[config.mk]
export PLATFORM = sky130hd
export DESIGN_NAME = lbp_engine
export DESIGN_NICKNAME = d
export VERILOG_FILES = /design/src/rtl/lbp_engine.sv
export SDC_FILE = /design/constraint.sdc
export NUM_CORES = 1
export LEC_CHECK = 0
export ABC_AREA = 1
export CORE_ASPECT_RATIO = 1.4
export CORE_MARGIN = 1.5
export CORE_UTILIZATION = 47
export CTS_CLUSTER_DIAMETER = 150
export CTS_CLUSTER_SIZE = 8
export DETAILED_ROUTE_END_ITERATION = 8
export PLACE_DENSITY = 0.73
export SYNTH_ARGS = -nofsm -noshare
export SYNTH_HDL_FRONTEND = slang
export SYNTH_SLANG_ARGS = --single-unit
[constraint.sdc]
create_clock -name clk -period 8.91 [get_ports clk]
set_input_delay 1.782 -clock clk [delete_from_list [all_inputs] [get_ports clk]]
set_output_delay 1.782 -clock clk [all_outputs]
set_load 0.01 [all_outputs]
[src/rtl/lbp_engine.sv]
// Local Binary Pattern engine: scans the interior of a grayscale image through a
// sliding 3x3 window and writes one 8-bit LBP code per interior pixel, optionally
// followed by zero codes for every border address.
module lbp_engine #(
  parameter int unsigned IMG_W       = 8,
  parameter int unsigned IMG_H       = 8,
  parameter int unsigned DATA_W      = 8,
  parameter int unsigned ADDR_W      = 6,
  parameter int unsigned BORDER_MODE = 0
) (
  input  logic              clk,
  input  logic              reset,
  input  logic              start,
  input  logic              mode,
  input  logic [DATA_W-1:0] thr,
  output logic              busy,
  output logic [ADDR_W-1:0] gray_addr,
  output logic              gray_req,
  input  logic [DATA_W-1:0] gray_data,
  output logic [ADDR_W-1:0] lbp_addr,
  output logic              lbp_write,
  output logic [7:0]        lbp_data,
  output logic              finish
);

  localparam int unsigned XW = $clog2(IMG_W);
  localparam int unsigned YW = $clog2(IMG_H);

  localparam logic [XW-1:0] XLast = XW'(IMG_W - 2);  // last interior column
  localparam logic [XW-1:0] XMax  = XW'(IMG_W - 1);
  localparam logic [YW-1:0] YLast = YW'(IMG_H - 2);  // last interior row
  localparam logic [YW-1:0] YMax  = YW'(IMG_H - 1);

  typedef enum logic [2:0] {
    StIdle,
    StFill,
    StLast,
    StWrite,
    StShift,
    StBorder,
    StDone
  } state_e;

  state_e state_q, state_d;

  // Pixel / border scan position
  logic [XW-1:0] x_q, x_d;
  logic [YW-1:0] y_q, y_d;
  // Window row/column of the read being issued this cycle
  logic [1:0]    r_q, r_d;
  logic [1:0]    c_q, c_d;
  // Window slot whose datum arrives on gray_data this cycle
  logic          cap_v_q;
  logic [1:0]    cap_r_q, cap_c_q;

  logic              mode_q, mode_d;
  logic [DATA_W-1:0] thr_q, thr_d;
  logic [7:0]        data_q, data_d;
  logic [ADDR_W-1:0] gaddr_q, laddr_q;

  logic [DATA_W-1:0] win_q [3][3];
  logic [DATA_W-1:0] win_m [3][3];
  logic [DATA_W-1:0] win_d [3][3];
  logic              shift_win;

  logic [ADDR_W-1:0] rd_addr, wr_addr;
  logic [DATA_W-1:0] thr_eff;
  logic [DATA_W:0]   limit;
  logic [DATA_W-1:0] nbr [8];
  logic [7:0]        code;

  // Address generation for the current read and write positions
  always_comb begin
    rd_addr = ADDR_W'((int'(y_q) + int'(r_q) - 1) * int'(IMG_W) + int'(x_q) + int'(c_q) - 1);
    wr_addr = ADDR_W'(int'(y_q) * int'(IMG_W) + int'(x_q));
  end

  // Window as it will be after this cycle's capture, then the code it yields
  always_comb begin
    win_m = win_q;
    if (cap_v_q) begin
      win_m[cap_r_q][cap_c_q] = gray_data;
    end
    thr_eff = mode_q ? thr_q : '0;
    // One extra bit so center+thr never wraps; a saturated limit clears the bit
    limit   = {1'b0, win_m[1][1]} + {1'b0, thr_eff};
    nbr[0]  = win_m[0][0];
    nbr[1]  = win_m[0][1];
    nbr[2]  = win_m[0][2];
    nbr[3]  = win_m[1][0];
    nbr[4]  = win_m[1][2];
    nbr[5]  = win_m[2][0];
    nbr[6]  = win_m[2][1];
    nbr[7]  = win_m[2][2];
    code    = '0;
    for (int i = 0; i < 8; i++) begin
      code[i] = ({1'b0, nbr[i]} >= limit);
    end
  end

  // Next window: capture, or slide one column left before fetching a new right column
  always_comb begin
    win_d = win_m;
    if (shift_win) begin
      for (int r = 0; r < 3; r++) begin
        win_d[r][0] = win_q[r][1];
        win_d[r][1] = win_q[r][2];
      end
    end
  end

  // Next-state and scan-position logic
  always_comb begin
    state_d   = state_q;
    x_d       = x_q;
    y_d       = y_q;
    r_d       = r_q;
    c_d       = c_q;
    mode_d    = mode_q;
    thr_d     = thr_q;
    data_d    = data_q;
    shift_win = 1'b0;

    unique case (state_q)
      StIdle: begin
        if (start) begin
          state_d = StFill;
          x_d     = XW'(1);
          y_d     = YW'(1);
          r_d     = 2'd0;
          c_d     = 2'd0;
          mode_d  = mode;
          thr_d   = thr;
        end
      end
      StFill: begin
        if (c_q == 2'd2) begin
          c_d = 2'd0;
          if (r_q == 2'd2) begin
            state_d = StLast;
          end else begin
            r_d = r_q + 2'd1;
          end
        end else begin
          c_d = c_q + 2'd1;
        end
      end
      StShift: begin
        if (r_q == 2'd2) begin
          state_d = StLast;
        end else begin
          r_d = r_q + 2'd1;
        end
      end
      StLast: begin
        state_d = StWrite;
        data_d  = code;
      end
      StWrite: begin
        if (x_q < XLast) begin
          state_d   = StShift;
          x_d       = x_q + XW'(1);
          r_d       = 2'd0;
          c_d       = 2'd2;
          shift_win = 1'b1;
        end else if (y_q < YLast) begin
          state_d = StFill;
          x_d     = XW'(1);
          y_d     = y_q + YW'(1);
          r_d     = 2'd0;
          c_d     = 2'd0;
        end else if (BORDER_MODE != 0) begin
          state_d = StBorder;
          x_d     = '0;
          y_d     = '0;
        end else begin
          state_d = StDone;
        end
      end
      StBorder: begin
        if (y_q == YMax && x_q == XMax) begin
          state_d = StDone;
        end else if (y_q == '0 || y_q == YMax) begin
          // Top and bottom rows are entirely border
          if (x_q == XMax) begin
            x_d = '0;
            y_d = y_q + YW'(1);
          end else begin
            x_d = x_q + XW'(1);
          end
        end else if (x_q == '0) begin
          x_d = XMax;
        end else begin
          x_d = '0;
          y_d = y_q + YW'(1);
        end
      end
      StDone: begin
        state_d = StIdle;
      end
      default: begin
        state_d = StIdle;
      end
    endcase
  end

  // Output decode; addresses hold their last value while the strobe is low
  always_comb begin
    busy      = (state_q != StIdle);
    finish    = (state_q == StDone);
    gray_req  = (state_q == StFill) || (state_q == StShift);
    lbp_write = (state_q == StWrite) || (state_q == StBorder);
    gray_addr = gray_req ? rd_addr : gaddr_q;
    lbp_addr  = lbp_write ? wr_addr : laddr_q;
    lbp_data  = (state_q == StBorder) ? 8'h00 : data_q;
  end

  // State, counters, window and held outputs
  always_ff @(posedge clk) begin
    if (reset) begin
      state_q <= StIdle;
      x_q     <= '0;
      y_q     <= '0;
      r_q     <= '0;
      c_q     <= '0;
      cap_v_q <= 1'b0;
      cap_r_q <= '0;
      cap_c_q <= '0;
      mode_q  <= 1'b0;
      thr_q   <= '0;
      data_q  <= '0;
      gaddr_q <= '0;
      laddr_q <= '0;
      win_q   <= '{default: '0};
    end else begin
      state_q <= state_d;
      x_q     <= x_d;
      y_q     <= y_d;
      r_q     <= r_d;
      c_q     <= c_d;
      cap_v_q <= gray_req;
      cap_r_q <= r_q;
      cap_c_q <= c_q;
      mode_q  <= mode_d;
      thr_q   <= thr_d;
      data_q  <= data_d;
      win_q   <= win_d;
      if (gray_req) begin
        gaddr_q <= rd_addr;
      end
      if (lbp_write) begin
        laddr_q <= wr_addr;
      end
    end
  end

endmodule

==> results of run 1 <==
-- Yosys cell counts (2+ instances only) --
master	instances	area, um^2
nor2_2	3	18.8
o21ai_1	14	70.1
nand2_1	262	983
a31oi_1	3	18.8
inv_2	6	22.5
o21bai_1	26	195
o211ai_1	29	218
fa_1	2	40.0
clkinv_1	2	7.51
nand3_1	26	130
and2_1	3	18.8
xnor2_1	4	35.0
clkbuf_1	28	105
nor2_1	84	315
o21ai_0	122	611
a21oi_1	45	225
inv_1	216	811
ha_1	72	901
buf_4	2	15.0
dfxtp_1	119	2380
xor2_1	5	43.8
nand4_1	10	62.6
buf_2	7	35.0
or2_2	5	31.3
nor3_4	2	32.5
-- registers in the layout, indices dropped and copies added (netlist names) --
register  count
y_q           3
win_q        72
thr_q         8
data_q        8
mode_q        1
c_q           2
cap_r_q       2
cap_c_q       2
gaddr_q       6
r_q           2
cap_v_q       1
state_q       3
x_q           3
laddr_q       6
-- kinds of logic after synthesis --
| family | share of synthesized area [%] |
|---|---|
| simple gates | 22.0 |
| compound gates | 18.6 |
| buf+inv | 13.4 |
| xor+xnor | 1.06 |
| mux | 0.152 |
| flops | 32.1 |
| fa+ha+maj | 12.7 |
-- placed cells by master (no fill, tap or decap), types with 6 or more instances in the layout --
| cell type | synthesis | routed |
|---|---|---|
| nand2_1 | 262 | 262 |
| inv_1 | 216 | 216 |
| o21ai_0 | 122 | 122 |
| dfxtp_1 | 119 | 119 |
| nor2_1 | 84 | 84 |
| ha_1 | 72 | 72 |
| a21oi_1 | 45 | 45 |
| clkdlybuf4s50_1 | 0 | 42 |
| o211ai_1 | 29 | 29 |
| nand3_1 | 26 | 26 |
| o21bai_1 | 26 | 26 |
| clkbuf_16 | 0 | 17 |
| o21ai_1 | 14 | 14 |
| nand4_1 | 10 | 10 |
| inv_2 | 6 | 6 |
-- how the worst max path moves through the flow --
| stage | cells past startpoint | to | slack, ns |
|---|---|---|---|
| finish | 19 | data_q[3] | 3.61 |
| global route | 21 | data_q[3] | 3.27 |
| CTS | 19 | data_q[3] | 3.60 |
| detailed placement | 19 | data_q[3] | 3.25 |
| global placement | 21 | data_q[0] | 3.31 |
| floorplan | 20 | data_q[0] | 4.40 |
-- stage by stage --
stage | worst slack (ns) | power, W | instance area, um^2 | hold WS (ns)
after floorplan | 4.40 | 0.00118 | 7420 | 0.424
after global placement | 3.31 | 0.00139 | 7970 | 0.435
after detailed placement | 3.25 | 0.00140 | 7970 | 0.438
after CTS | 3.60 | 0.00215 | 8600 | 0.447
after global routing | 3.27 | 0.00229 | 8600 | 0.471
final | 3.61 | 0.00214 | 8600 | 0.446
-- cell type report --
class	instances	area, um^2	area share [%]
flip-flops and latches	119	2380	27.7
multi-input cells	728	4050	47.1
clock buffers	18	439	5.10
inverters	224	841	9.77
clock inverters	14	200	2.33
well taps	196	245	2.85
repair buffers	46	448	5.21
-- where the power goes --
part / total (W) / internal (W) / switching (W)
Clock: 0.000747 / 0.000477 / 0.000270
Combinational: 0.000757 / 0.000310 / 0.000447
Sequential: 0.000634 / 0.000599 / 0.0000348
Total: 0.00214 / 0.00139 / 0.000752
-- metal layers --
layer	wire (um)	vias to the layer above	share of wire, %
met5	0	-	0
met4	743	0	4.0
met3	752	56	4.0
met2	9270	158	50
met1	7910	3065	42
li1	-	3566	-
-- critical path, stage by stage --
cell,delay (ns)
clkdlybuf4s50_1,0.46
clkinv_1,0.23
o21ai_0,0.37
ha_1,0.28
inv_1,0.07
fa_1,0.39
inv_1,0.09
a21oi_1,0.08
xor2_1,0.61
ha_1,0.40
nand2_1,0.08
o21bai_1,0.11
nand2_1,0.10
o21ai_0,0.20
nand3_1,0.10
nand2_1,0.06
nand2_1,0.04
nand2_1,0.06
a21oi_1,0.06
==> flow_metrics.tcl, run 1 <==
set metrics [dict create \
    outcome "finished clean" \
    drc_errors 0 \
    setup-violations-final 0 \
    rr_endpoint "data_q[3]" \
    grt.total_usage_pct 23.9 \
    ctsResizeCount 0 \
    worst_skew_pair.late_latency_ns 0.42 \
    critPathLaunch "gray_data[0]" \
    dp.final_hpwl_um 13100 \
    grt_use_met1_pct 26.6 \
    ys_seq_area_share_pct 32.1 \
    syn_area_per_cell_um2 6.70 \
    cts.htree.levels 4 \
    p_leak_nw 4.61 \
    initial_core_util_pct 47.8 \
    globalRouteMet3Util_pct 4.53 \
    busiest_layer "met2" \
    die-width_um 109 \
    period_minus_slack_ns 5.30 \
    post_synth_instance_area_um2 7420 \
    placed_cells_incl_taps 1313 \
    max_slew_vio_count 0 \
    floorplan.die.height_um 152 \
    n_antenna_cell 0 \
    slew-limit-headroom_pct 42.6 \
    via_count_of_the_first_global_routing_pass 6361 \
    asyncSetResetFlopFracSynth_pct 0 \
    hp-class "reg2reg" \
    timing.hold.worst_endpoint "thr_q[4]" \
    min_period_over_period_pct 59.5 \
    dr_total_vias 6845 \
    clock_sinks 119 \
    power_density_nw_per_um2 248 \
    core_area_um2 15500 \
    grt_first_pass_wirelength_um 30400 \
    max_cap_violations 0 \
    r2r_cells 20 \
    worst_setup_hold_path_clk_slew_ns 0.06 \
    final_net_count 1230 \
    design.die.area_um2 16600 \
    grtUsageMet2_pct 42.6 \
    start_of_the_worst_register_to_register_path "cap_v_q" \
    ff2ff_setup_slack_ns 4.57 \
    utilization_pct 55.4 \
    floorplan.rows 54 \
    cts.repair_timing.setup_buffer_count 0 \
    timing.hold.worst.start "thr_q[4]" \
    post_cts_hold_buffer_count 0 \
    crit_start_category "primary input" \
    grt_ovf 0 \
    maximum_number_of_pins_on_one_net_before_global_route_repair 58 \
    hold_path_depth 2 \
    worst_ep_arrival_time_ns 5.58 \
    yosys_register_bits 119 \
    num_io_pins 44 \
    synth-edff-count 0 \
    highest_attainable_clock_frequency_ghz 0.189 \
    unrepaired_setup_endpoints_after_global_routing "no" \
    first_pass_iters 5 \
    critical_path_peak_fanout 9 \
    critical_path.endpoint_type "flip-flop" \
    globalplace.congestion 0.920 \
    timing.setup.critical_path_class "in2reg" \
    ys_types 36 \
    area_delta_synth_final_pct 15.9 \
    place.port_buffers 43 \
    drt-initial-drc-count 350 \
    routed_wirelength_um 18700 \
    final_cell_count_no_fill 1345 \
    synth.yosys.warnings 0 \
    root_buffer "clkbuf_16" \
    cts_buffers 17 \
    postSynthCellCount 1108 \
    vdd.ir_drop.worst_v 0.000153 \
    drtAntennaViolNets 0 \
    skew_ns 0.0107 \
    timing.critical_path.required_ns 9.19 \
    max_slew.worst_pin.slew_ns 0.858 \
    antenna_violations_before_repair 0 \
    post_drt_via_cell_ratio 5.09 \
    share_of_post_route_cells_with_drive_strength_above_1_pct 4.87 \
    final.setup.tns_ns 0 \
    hold_viol 0 \
    filler_cell_count 1494 \
    synth.net_count 1202 \
    ys_dominant_reg_cell "dfxtp_1" \
    post_drt_wl_per_cell_um 13.9 \
    tritoncts_clock_tree "yes" \
    clock_tree.buffer_depth 2 \
]
Note: power is estimated with default switching activity, not from simulation.
==> run 2: changes to the inputs <==
--- a/config.mk
+++ b/config.mk
@@ -12,7 +12,7 @@
 export CTS_CLUSTER_DIAMETER = 150
 export CTS_CLUSTER_SIZE = 8
 export DETAILED_ROUTE_END_ITERATION = 8
-export PLACE_DENSITY = 0.73
+export PLACE_DENSITY = 0.76
 export SYNTH_ARGS = -nofsm -noshare
 export SYNTH_HDL_FRONTEND = slang
 export SYNTH_SLANG_ARGS = --single-unit
==> constraint.sdc (replaced) <==
create_clock -name clk -period 4.4 [get_ports clk]
set_input_delay 0.88 -clock clk [delete_from_list [all_inputs] [get_ports clk]]
set_output_delay 0.88 -clock clk [all_outputs]
set_load 0.01 [all_outputs]
==> flow_metrics.tcl, run 2 (same netlist as run 1, synthesis figures left out) <==
set metrics [dict create \
    start_of_the_worst_register_to_register_path "cap_v_q" \
    via_count_of_the_first_global_routing_pass 6674 \
    worst_setup_hold_path_clk_slew_ns 0.05 \
    biggestRegsByFlops "win_q (72), data_q (8), thr_q (8)" \
    worst_ep_arrival_time_ns 4.22 \
    root_buffer "clkbuf_16" \
    timing.hold.worst_endpoint "thr_q[6]" \
    final_net_count 1247 \
    critical_path_peak_fanout 8 \
    grt_use_met1_pct 28.2 \
    busiest_layer "met2" \
    post_cts_hold_buffer_count 0 \
    cts.repair_timing.setup_buffer_count 0 \
    grt_ovf 0 \
    cell_internal_pwr_w 0.00273 \
    grt.total_usage_pct 25.0 \
    filler_cell_count 1492 \
    vdd.ir_drop.worst_v 0.000379 \
    share_of_post_route_cells_with_drive_strength_above_1_pct 5.77 \
    finalHoldWorstSlack_ns 0.442 \
    final.setup.tns_ns 0 \
    place.port_buffers 43 \
    clock_tree.buffer_depth 2 \
    hp-class "reg2reg" \
    globalRouteMet3Util_pct 4.75 \
    p_leak_nw 4.68 \
    post_drt_via_cell_ratio 5.13 \
    dpl-instance-area_um2 8110 \
    worst_skew_pair.late_latency_ns 0.41 \
    hold_path_depth 2 \
    initial_core_util_pct 47.8 \
    grtUsageMet2_pct 43.7 \
    clock_sinks 119 \
    globalplace.congestion 0.945 \
    layout_common_cells "nand2_1 (262), inv_1 (216), o21ai_0 (122)" \
    timing.hold.worst.start "thr_q[6]" \
    cts.htree.levels 4 \
    power.net_switching_w 0.00147 \
    post_drt_wl_per_cell_um 14.2 \
    drt-initial-drc-count 422 \
    critical_path.endpoint_type "flip-flop" \
    n_antenna_cell 0 \
    routed_wirelength_um 19300 \
    final_common_cell "nand2_1" \
    seqCellArea_um2 2380 \
    largest_register_ff_count 72 \
    floorplan.rows 54 \
    timing.critical_path.required_ns 4.67 \
    setup-violations-final 0 \
    hold_viol 0 \
    ctsResizeCount 0 \
    register_bank_with_the_most_flops "win_q" \
    max_slew_vio_count 0 \
    max_slew.worst_pin.slew_ns 0.815 \
    crit_start_category "primary input" \
    period_minus_slack_ns 3.95 \
    core_area_um2 15500 \
    pwr-share-seq_pct 30.6 \
    combinationalPowerShare_pct 37.1 \
    timing.setup.critical_path_class "in2reg" \
    floorplan.die.height_um 152 \
    maximum_number_of_pins_on_one_net_before_global_route_repair 57 \
    design.die.area_um2 16600 \
    drc_errors 0 \
    drtAntennaViolNets 0 \
    multi_input_comb_area_um2 4060 \
    outcome "finished clean" \
    grt_first_pass_wirelength_um 31900 \
    ff2ff_setup_slack_ns 0.47 \
    rr_endpoint "data_q[2]" \
    num_io_pins 44 \
    highest_attainable_clock_frequency_ghz 0.253 \
    cts_buffers 17 \
    slew-limit-headroom_pct 45.5 \
    max_cap_violations 0 \
    antenna_violations_before_repair 0 \
    area_delta_synth_final_pct 16.9 \
    first_pass_iters 5 \
    skew_ns 0.00537 \
    die-width_um 109 \
    power_density_nw_per_um2 485 \
    tritoncts_clock_tree "yes" \
    min_period_over_period_pct 89.8 \
    dr_total_vias 6973 \
    total_non_filler_cell_area_in_the_finished_layout_um2 8670 \
    unrepaired_setup_endpoints_after_global_routing "no" \
    dp.final_hpwl_um 13800 \
    netSwitchingFraction_pct 35.0 \
    r2r_cells 22 \
    power.share.clock_pct 32.3 \
]
==> run 2: cell types whose count changed in the layout (fill, tap and decap cells not counted) <==
cell,previous run,this run
buf_4,3,19
clkinvlp_4,3,0
clkinv_4,5,0
inv_6,1,0
xor2_2,0,1
xor2_1,5,4
clkbuf_1,0,3
buf_12,0,1
bufinv_16,4,2
clkbuf_8,1,4
clkinv_2,1,2
==> run 2: stage by stage <==
step	util [%]	instances	power [W]	setup slack, ns
detailed placement	52.2	1330	0.00285	0.0104
floorplan	-	1108	0.00240	0.795
global route	55.8	1358	0.00451	0.136
CTS	55.8	1358	0.00421	0.292
global placement	52.2	1330	0.00282	0.0573
finish	55.8	1358	0.00420	0.447
==> run 2: layout make-up <==
class / instances / area share, %
Sequential cell: 119 / 27.5
Clock buffer: 24 / 5.67
Tap cell: 196 / 2.83
Multi-Input combinational cell: 728 / 46.8
Inverter: 224 / 9.69
Timing Repair Buffer: 63 / 6.78
Clock inverter: 4 / 0.808
==> run 2: worst max-delay path by stage <==
stage,start,to,slack (ns),cells after the start
after floorplan,gray_data[0],data_q[0],0.79,20
after global placement,gray_data[0],data_q[2],0.06,20
after detailed placement,gray_data[2],data_q[2],0.01,18
after CTS,gray_data[0],data_q[5],0.29,20
after global routing,cap_v_q,data_q[7],0.14,22
final,gray_data[2],data_q[2],0.45,18
==> run 2: critical path: stages <==
cell and delay, ns:
clkdlybuf4s50_1 0.64, inv_1 0.09, o21ai_0 0.29, ha_1 0.36, nand2_1 0.09, nand2_1 0.06, nand2_1 0.08, nand3_1 0.10
a21oi_1 0.14, o21ai_0 0.10, xor2_1 0.65, ha_1 0.36, o21ai_0 0.07, inv_1 0.05, nand2_1 0.06, nand2_1 0.05
nand2_1 0.06, a21oi_1 0.06
==> run 2: layer usage <==
metal  wire (um)  share of wire (%)
met1        7900                 41
met3         871                4.5
met5           0                  0
met2        9600                 50
met4         922                4.8
==> run 2: power groups by stage <==
stage | logic (W) | registers, W | clock network, W
finish | 0.00156 | 0.00129 | 0.00136
detailed placement | 0.00154 | 0.00131 | 0
global placement | 0.00152 | 0.00130 | 0
floorplan | 0.00112 | 0.00128 | 0
global route | 0.00179 | 0.00130 | 0.00141
CTS | 0.00156 | 0.00129 | 0.00137
